### config.mk
export PLATFORM = sky130hd
export DESIGN_NAME = switch_reader
export DESIGN_NICKNAME = d
export VERILOG_FILES = /design/src/rtl/switch_reader.sv
export SDC_FILE = /design/constraint.sdc
export NUM_CORES = 1
export LEC_CHECK = 0
export BUFFER_PORTS_ARGS = -buffer_cell sky130_fd_sc_hd__buf_4
export CAP_MARGIN = 20
export CORE_ASPECT_RATIO = 1.2
export CORE_MARGIN = 2
export CORE_UTILIZATION = 39
export DETAILED_ROUTE_END_ITERATION = 7
export GPL_TIMING_DRIVEN = 0
export PLACE_DENSITY = 0.56
export SLEW_MARGIN = 10
export SYNTH_ARGS = -nofsm -noshare
export SYNTH_HDL_FRONTEND = slang
export SYNTH_SLANG_ARGS = --single-unit
### constraint.sdc
create_clock -name clk -period 2.57 [get_ports clk]
set_input_delay 0.514 -clock clk [delete_from_list [all_inputs] [get_ports clk]]
set_output_delay 0.514 -clock clk [all_outputs]
set_load 0.05 [all_outputs]
### src/rtl/switch_reader.sv
// Debounced 16-bit switch bank with a memory-mapped read port, sticky change flags and an irq.
// Each bit is synchronized, then committed after DEBOUNCE_CYCLES consecutive mismatching samples.
module switch_reader #(
  parameter int unsigned DEBOUNCE_CYCLES = 1000
) (
  input  logic        clk,
  input  logic        rst,
  input  logic [15:0] switches,
  input  logic [31:0] writeData,
  input  logic        writeEnable,
  input  logic        readEnable,
  input  logic [29:0] memAddress,
  output logic [31:0] readData,
  output logic        irq
);

  localparam logic [19:0] LAST = 20'(DEBOUNCE_CYCLES - 1);

  logic [15:0] sync1_q, sync2_q;
  logic [15:0] stable_q, stable_d;
  logic [15:0] changed_q, changed_d;
  logic        irq_q, irq_d;
  logic [19:0] cnt_q [16];
  logic [19:0] cnt_d [16];

  // Only the low two address bits and the low half of write data are decoded.
  logic unused_bits;
  assign unused_bits = ^{memAddress[29:2], writeData[31:16]};

  always_comb begin
    stable_d  = stable_q;
    changed_d = changed_q;
    cnt_d     = cnt_q;
    if (writeEnable && memAddress[1:0] == 2'd1) begin
      changed_d = changed_q & ~writeData[15:0];
    end
    // A commit sets its flag after the clear, so set wins over a same-edge W1C.
    for (int i = 0; i < 16; i++) begin
      if (sync2_q[i] == stable_q[i]) begin
        cnt_d[i] = '0;
      end else if (cnt_q[i] >= LAST) begin
        stable_d[i]  = sync2_q[i];
        cnt_d[i]     = '0;
        changed_d[i] = 1'b1;
      end else begin
        cnt_d[i] = cnt_q[i] + 20'd1;
      end
    end
    irq_d = |changed_d;
  end

  always_ff @(posedge clk) begin
    if (rst) begin
      sync1_q   <= '0;
      sync2_q   <= '0;
      stable_q  <= '0;
      changed_q <= '0;
      irq_q     <= 1'b0;
      for (int i = 0; i < 16; i++) begin
        cnt_q[i] <= '0;
      end
    end else begin
      sync1_q   <= switches;
      sync2_q   <= sync1_q;
      stable_q  <= stable_d;
      changed_q <= changed_d;
      irq_q     <= irq_d;
      for (int i = 0; i < 16; i++) begin
        cnt_q[i] <= cnt_d[i];
      end
    end
  end

  always_comb begin
    readData = '0;
    if (readEnable) begin
      case (memAddress[1:0])
        2'd0:    readData = {16'b0, stable_q};
        2'd1:    readData = {16'b0, changed_q};
        2'd2:    readData = {16'b0, sync2_q};
        default: readData = '0;
      endcase
    end
  end

  assign irq = irq_q;

endmodule

==> metrics.txt, run 1 <==
endpoints failing setup 0; full die area 34670 um^2; drt first pass iters 4; vias in the first global route 8346; post-synthesis compound-gate area fraction 4.437%; WHS Path Cells 2; skew final 13.53 ps; fmax 0.4054 GHz; synthesis-stage register bit count 385; r2r setup slk 150 ps; layout cell share with drive strength beyond 1 9.794%; H-tree depth 2; port bufs 53; Slew HR 47.12%; # nets final 1625; synth warn 0; Clock power frac 46.2%; initial antenna violation count 0; Layout fillers 3145; fin crit share 95.98%; Via Count 8666; Sw Share 21.04%; Pwr Density 780.5 nW/um^2; largest family of logic cells by synthesized area simple AND/OR/NAND/NOR gates; core area 32880 um^2; DRC 0; Comb pwr share 3.5%; maxcap violations 0; DIE HEIGHT 203.6 um; Worst Path Buf+Inv 3; number of synthesized flops with an enable pin 0; Num CTS Buffers 40; first-pass GRT wire length 40040 um; Synth top cells by count dfxtp_1 (385), nor2_1 (230), xnor2_1 (72); CTS root buffer clkbuf_16; Placer Congestion 0.7664; minimum clock period 2467 ps; Slowest-stage cell, CP clkbuf_2; Crit Reg-Reg Endpoint irq$_SDFF_PP0_; Starting Density 39.36%; cts-stage hold buffer count 0; Skew-Pair Late Insertion Delay 530 ps; post-synthesis mux area share 2.475%; routed length per placed instance 12.47 um; status finished, final reports clean; Hold Path Class input pin to register; static leakage 0.006333 uW; Worst-path clk slew 60 ps; Routed Wire Length 24490 um; most common cell in the synthesized netlist dfxtp_1; Worst EP required 2060 ps; Row Count 73; largest net degree at the start of global routing 15; Max VDD drop 0.5424 mV; Layout area overhead 22.22%; initial detailed-routing violation count 439; Avg Synthesized Cell Area 10.29 um^2; CTS tree done; die width 170.3 um; Detail Route Antenna Nets 0; P_int 9750 uW; beginning of the worst hold path switches[3]; sw power 2598 uW; Max Slew Vio Count 0; I/O pin count 115; sequential power share 50.4%; crit path max fanout 16; Via density 4.412; reg2reg path depth 7; cells along the critical path buf_4 > nor2b_1 > clkbuf_2 > nand2_1 > o21ai_0 > and2_1 > buf_4; prevailing post-synth register cell dfxtp_1; CP Depth 7; grt ovf 0; max incr delay on CP 440 ps; Total GRT Usage 14.48%; hold endpoint sync1_q[3]$_SDFF_PP0_; Final Util 48.11%; worst reg2reg startpoint cnt_q[80]$_SDFF_PP0_; worst slew pin tran 793.2 ps; Setup crit end kind output pin; Final HPWL DP 16900 um; synthesized cell area 12940 um^2; PnR worst setup slack 103.3 ps; clock buffer depth 3; final hold violations 0; Place WS -411.0 ps; Crit path arrival time 1950 ps; Post-Synth Simple-Gate Area 20.24%; Synth top area share 59.55%; area leader, netlist dfxtp_1; clk sinks 385; Ant. Diodes 0; Gate Count Post-Synth 1258; post-synthesis sequential area ratio 59.55%; xor-xnor portion of the synthesized cell area 9.000%; RSZ-0062 raised after global routing false; Synth cell types 57; ys async rst share 0%; Startpoint Class input pin; top cells by area, synth dfxtp_1 (60%), nor2_1 (6.7%), xnor2_1 (4.9%); Post-Synth Adder-Cell Area 1.547%; Setup CP Type input pin to output pin; critical path's most frequent cell buf_4; delay-heaviest family, CP buffers and inverters
## timing repair
action | CTS | global route
setup endpoints to repair | 10 | 4
resized for setup | 3 | 0
buffers inserted | 0 | 0
## worst register-to-register path: stages, from the launching register on
cell       delay, ps
dfxtp_1          330
ha_1             240
a211o_1          270
o2111a_1         180
a221oi_2         460
nand4_1          170
a2111oi_2        360
a41oi_1          250
## cells in the final DEF, fill, tap and decap left out, types with 4 or more instances in the layout
| cell type | netlist | layout |
|---|---|---|
| nand4_1 | 21 | 21 |
| nand2_1 | 67 | 67 |
| and2_1 | 22 | 22 |
| nor3_1 | 9 | 9 |
| clkinv_2 | 0 | 8 |
| clkbuf_16 | 0 | 41 |
| o21ai_0 | 17 | 17 |
| nor2b_1 | 35 | 35 |
| clkbuf_1 | 18 | 19 |
| buf_4 | 16 | 69 |
| nor4_1 | 34 | 34 |
| or3_1 | 17 | 17 |
| mux2i_1 | 32 | 32 |
| ha_1 | 16 | 16 |
| xor2_1 | 61 | 61 |
| and3_1 | 30 | 30 |
| and4_1 | 4 | 4 |
| a211oi_1 | 10 | 10 |
| a21oi_1 | 10 | 10 |
| nand3_1 | 62 | 62 |
| a211o_1 | 5 | 5 |
| xnor2_1 | 72 | 72 |
| inv_1 | 19 | 19 |
| buf_6 | 5 | 5 |
| clkbuf_8 | 0 | 8 |
| conb_1 | 1 | 176 |
| a31oi_1 | 15 | 15 |
| dfxtp_1 | 385 | 385 |
| nor2_1 | 230 | 230 |
## cell families (layout without fill, tap and decap cells)
logic type	Yosys count	count (layout)
other	1	176
AND/OR/NAND/NOR	545	545
AO/OA/AOI/OAI	82	82
multiplexers	32	32
adder cells (fa/ha/maj)	16	16
buffers and inverters	64	183
XOR/XNOR	133	133
flip-flops	385	385
## power groups by stage
stage	registers, uW	logic [uW]	clock network [uW]
detailed placement	6350	432	0
global route	6230	472	6110
finish	6220	431	5700
CTS	6220	433	5880
global placement	6340	430	0
floorplan	6330	278	0
## cell type report
type,instances,area [um^2],share of cell area [%]
flip-flops and latches,385,7707,48.72
clock buffers,53,1151,7.276
repair buffers,53,397.9,2.515
plain buffers,44,280.3,1.772
inverters,19,71.32,0.4508
well taps,412,515.5,3.258
clock inverters,14,156.4,0.9886
multi-input cells,984,5540,35.02
## through the flow
step                      setup TNS [ps]  hold slack [ps]  instances  power (uW)  instance area, um^2
after floorplan                        0            413.2       1433        6613                13600
after global placement             -3528            417.9       1898        6774                14510
after detailed placement           -4030            423.4       1898        6782                14510
after CTS                              0            170.1       1965       12530                15830
after global routing                   0            179.4       1964       12820                15820
final                                  0            193.1       1964       12350                15820
## per-layer routing
metal  wire (um)  global-route usage [%]
met1       10990                   17.77
met2       11480                   24.35
met3        1261                   3.396
met4         749                   6.044
met5           0                       0
## sequential cells by signal (all words and copies together), names as in the netlist
signal and flops:
cnt_q 320, changed_q 16, stable_q 16, sync1_q 16, sync2_q 16, irq 1
## how the worst max path moves through the flow
stage | start | end
global route | cnt_q[160]$_SDFF_PP0_ | irq$_SDFF_PP0_
detailed placement | memAddress[0] | readData[13]
finish | memAddress[0] | readData[3]
CTS | memAddress[0] | readData[13]
floorplan | memAddress[1] | readData[10]
global placement | memAddress[0] | readData[13]
No activity file was read; power rests on OpenSTA's default activity.
==> inputs of run 2 (changes only) <==
--- a/config.mk
+++ b/config.mk
@@ -5,14 +5,14 @@
 export SDC_FILE = /design/constraint.sdc
 export NUM_CORES = 1
 export LEC_CHECK = 0
-export BUFFER_PORTS_ARGS = -buffer_cell sky130_fd_sc_hd__buf_4
+export BUFFER_PORTS_ARGS = -buffer_cell sky130_fd_sc_hd__buf_2
 export CAP_MARGIN = 20
 export CORE_ASPECT_RATIO = 1.2
 export CORE_MARGIN = 2
 export CORE_UTILIZATION = 39
 export DETAILED_ROUTE_END_ITERATION = 7
 export GPL_TIMING_DRIVEN = 0
-export PLACE_DENSITY = 0.56
+export PLACE_DENSITY = 0.58
 export SLEW_MARGIN = 10
 export SYNTH_ARGS = -nofsm -noshare
 export SYNTH_HDL_FRONTEND = slang
==> constraint.sdc (replaced) <==
create_clock -name clk -period 2.22 [get_ports clk]
set_input_delay 0.444 -clock clk [delete_from_list [all_inputs] [get_ports clk]]
set_output_delay 0.444 -clock clk [all_outputs]
set_load 0.05 [all_outputs]
==> run 2 against run 1 <==
Sequential power increased by 16%. Via count grew 0.88%. Hold slack got worse by 57 ps. Global-route usage increased by 0.29 points. Sequential cell count did not move. Combinational power is 16% higher. Count of clock-buffer cells in the layout increased by 6. Highest routed layer is now met5. Wire length increased by 0.57%. Sequential share of layout area decreased by 0.16 points. Die area did not move. Core utilization up 0.19 points. Largest power group unchanged.
==> metrics.txt, run 2 (synthesis gave the netlist of run 1 again) <==
Num CTS Buffers 38 (was 40); Routed Wire Length 24630 um (was 24490 um); core area 32880 um^2 (unchanged); Hold Path Class input pin to register (unchanged); Slew HR 55.27% (was 47.12%); Layout area overhead 22.72% (was 22.22%); drt first pass iters 6 (was 4); Final HPWL DP 17110 um (was 16900 um); Setup CP Type register to register (was input pin to output pin); layout cell share with drive strength beyond 1 11.42% (was 9.794%); Crit path arrival time 2530 ps (was 1950 ps); Max VDD drop 0.7779 mV (was 0.5424 mV); P_int 11120 uW (was 9750 uW); Biggest register cnt_q (unchanged); Worst Path Buf+Inv 0 (was 3); initial antenna violation count 4 (was 0); RSZ-0062 raised after global routing true (was false); crit path max fanout 4 (was 16); Setup crit end kind register (was output pin); fmax 0.4601 GHz; delay-heaviest family, CP compound AO/OA/AOI/OAI gates (was buffers and inverters); Final Cell Area 15880 um^2 (was 15820 um^2); largest net degree at the start of global routing 15 (unchanged); clk sinks 385 (unchanged); minimum clock period 2173 ps; H-tree depth 2 (unchanged); Worst EP required 2570 ps (was 2060 ps); commonest cells after routing, fill and taps aside dfxtp_1 (383), nor2_1 (230), conb_1 (176) (was dfxtp_1 (385), nor2_1 (230), conb_1 (176)); Clock power frac 45.2% (was 46.2%); vias in the first global route 8578 (was 8346); endpoints failing setup 0 (unchanged); crit path from cnt_q[80]$_SDFF_PP0_ (was memAddress[0]); Startpoint Class register (was input pin); routed length per placed instance 12.49 um (was 12.47 um); Comb pwr share 3.6% (was 3.5%); Skew-Pair Late Insertion Delay 510 ps (was 530 ps); sw power 2928 uW (was 2598 uW); DRC 0 (unchanged); grt ovf 0 (unchanged); Detail Route Antenna Nets 0 (unchanged); worst slew pin tran 671.0 ps (was 793.2 ps); Worst-path clk slew 60 ps (about the same); Slowest-stage cell, CP a221oi_4 (was clkbuf_2); CTS root buffer clkbuf_16 (unchanged); full die area 34670 um^2 (unchanged); maxcap violations 0 (unchanged); cts-stage hold buffer count 0 (unchanged); clock buffer depth 3 (unchanged); beginning of the worst hold path switches[4] (was switches[3]); Placer Congestion 0.7993 (was 0.7664); DP Cell Count 1898 (unchanged); most common cell after layout, fill and taps aside dfxtp_1 (unchanged); Via Count 8742 (was 8666); max incr delay on CP 390 ps (was 440 ps); Row Count 73 (unchanged); fin crit share 97.89%; cells along the critical path ha_4 > a211o_1 > o2111a_2 > a221oi_4 > nand4_1 > a2111oi_2 > a41oi_2 (was buf_4 > nor2b_1 > clkbuf_2 > nand2_1 > o21ai_0 > and2_1 > buf_4); Tot Pwr 14040 uW (was 12350 uW); dpl cell area 14380 um^2 (was 14510 um^2); Final Instance Count excl. Fillers 1971 (was 1964); Via density 4.435 (was 4.412); Sw Share 20.84% (was 21.04%); Max Slew Vio Count 0 (unchanged); sequential power share 51.3% (was 50.4%); I/O pin count 115 (unchanged); static leakage 0.006314 uW (was 0.006333 uW); status finished, final reports clean (unchanged); Starting Density 39.36% (unchanged); DIE HEIGHT 203.6 um (unchanged); first-pass GRT wire length 41120 um (was 40040 um); final hold violations 0 (unchanged); initial detailed-routing violation count 430 (was 439); Total GRT Usage 14.76% (was 14.48%); port bufs 53 (unchanged); die width 170.3 um (unchanged); Pwr Density 884.2 nW/um^2 (was 780.5 nW/um^2); max reg flops 320 (unchanged); worst reg2reg startpoint cnt_q[80]$_SDFF_PP0_ (unchanged); skew final 7.628 ps (was 13.53 ps); # nets final 1627 (was 1625); CTS tree done (unchanged)
==> run 2: worst register-to-register path: stages (launching register included) <==
cell and delay, ps:
dfxtp_4 360, ha_4 160, a211o_1 250, o2111a_2 150, a221oi_4 390, nand4_1 190, a2111oi_2 340, a41oi_2 190
==> run 2: through the flow <==
| step | hold WS, ps | TNS (ps) | setup WS [ps] | util [%] |
|---|---|---|---|---|
| after floorplan | 413.2 | 0 | 56.75 | - |
| after global placement | 419.4 | -19050 | -749.7 | 43.74 |
| after detailed placement | 420.4 | -18290 | -733.0 | 43.74 |
| after CTS | 115.5 | 0 | 1.275 | 47.87 |
| after global routing | 136.2 | -44.79 | -40.66 | 48.31 |
| final | 136.1 | 0 | 46.77 | 48.31 |
==> run 2: worst paths after layout <==
check,endpoint,slack (ps),cells past startpoint
worst max-delay path,irq$_SDFF_PP0_,50,7
worst min-delay path,sync1_q[4]$_SDFF_PP0_,140,2
worst max register to register,irq$_SDFF_PP0_,50,7
worst min register to register,sync2_q[14]$_SDFF_PP0_,430,1
==> run 2: cell type report <==
cell class	count	area (um^2)
clock buffers	59	1194
fillers	3099	17000
flip-flops and latches	385	7712
plain buffers	45	300.3
clock inverters	10	77.57
inverters	19	71.32
multi-input cells	984	5673
diodes	1	2.502
well taps	412	515.5
repair buffers	56	337.8
==> run 2: power groups by stage <==
stage	Sequential [uW]	Clock (uW)	Combinational, uW
floorplan	7330	0	322
global placement	7340	0	469
detailed placement	7350	0	470
CTS	7200	6530	487
global route	7220	6840	556
finish	7200	6350	500
==> run 2: timing repair <==
item | 4_1_cts | 5_1_grt
gates cloned | 0 | 0
pin swaps | 2 | 9
setup endpoints to repair | 17 | 41
buffers inserted | 0 | 3
resized for setup | 20 | 41
==> run 2: layer usage <==
layer	global-route usage [%]	vias up	routed length, um
met2	25.15	136	11670
met4	5.464	6	717
met1	18.31	3970	11190
li1	-	4574	-
met5	0	-	44
met3	3.183	56	1010
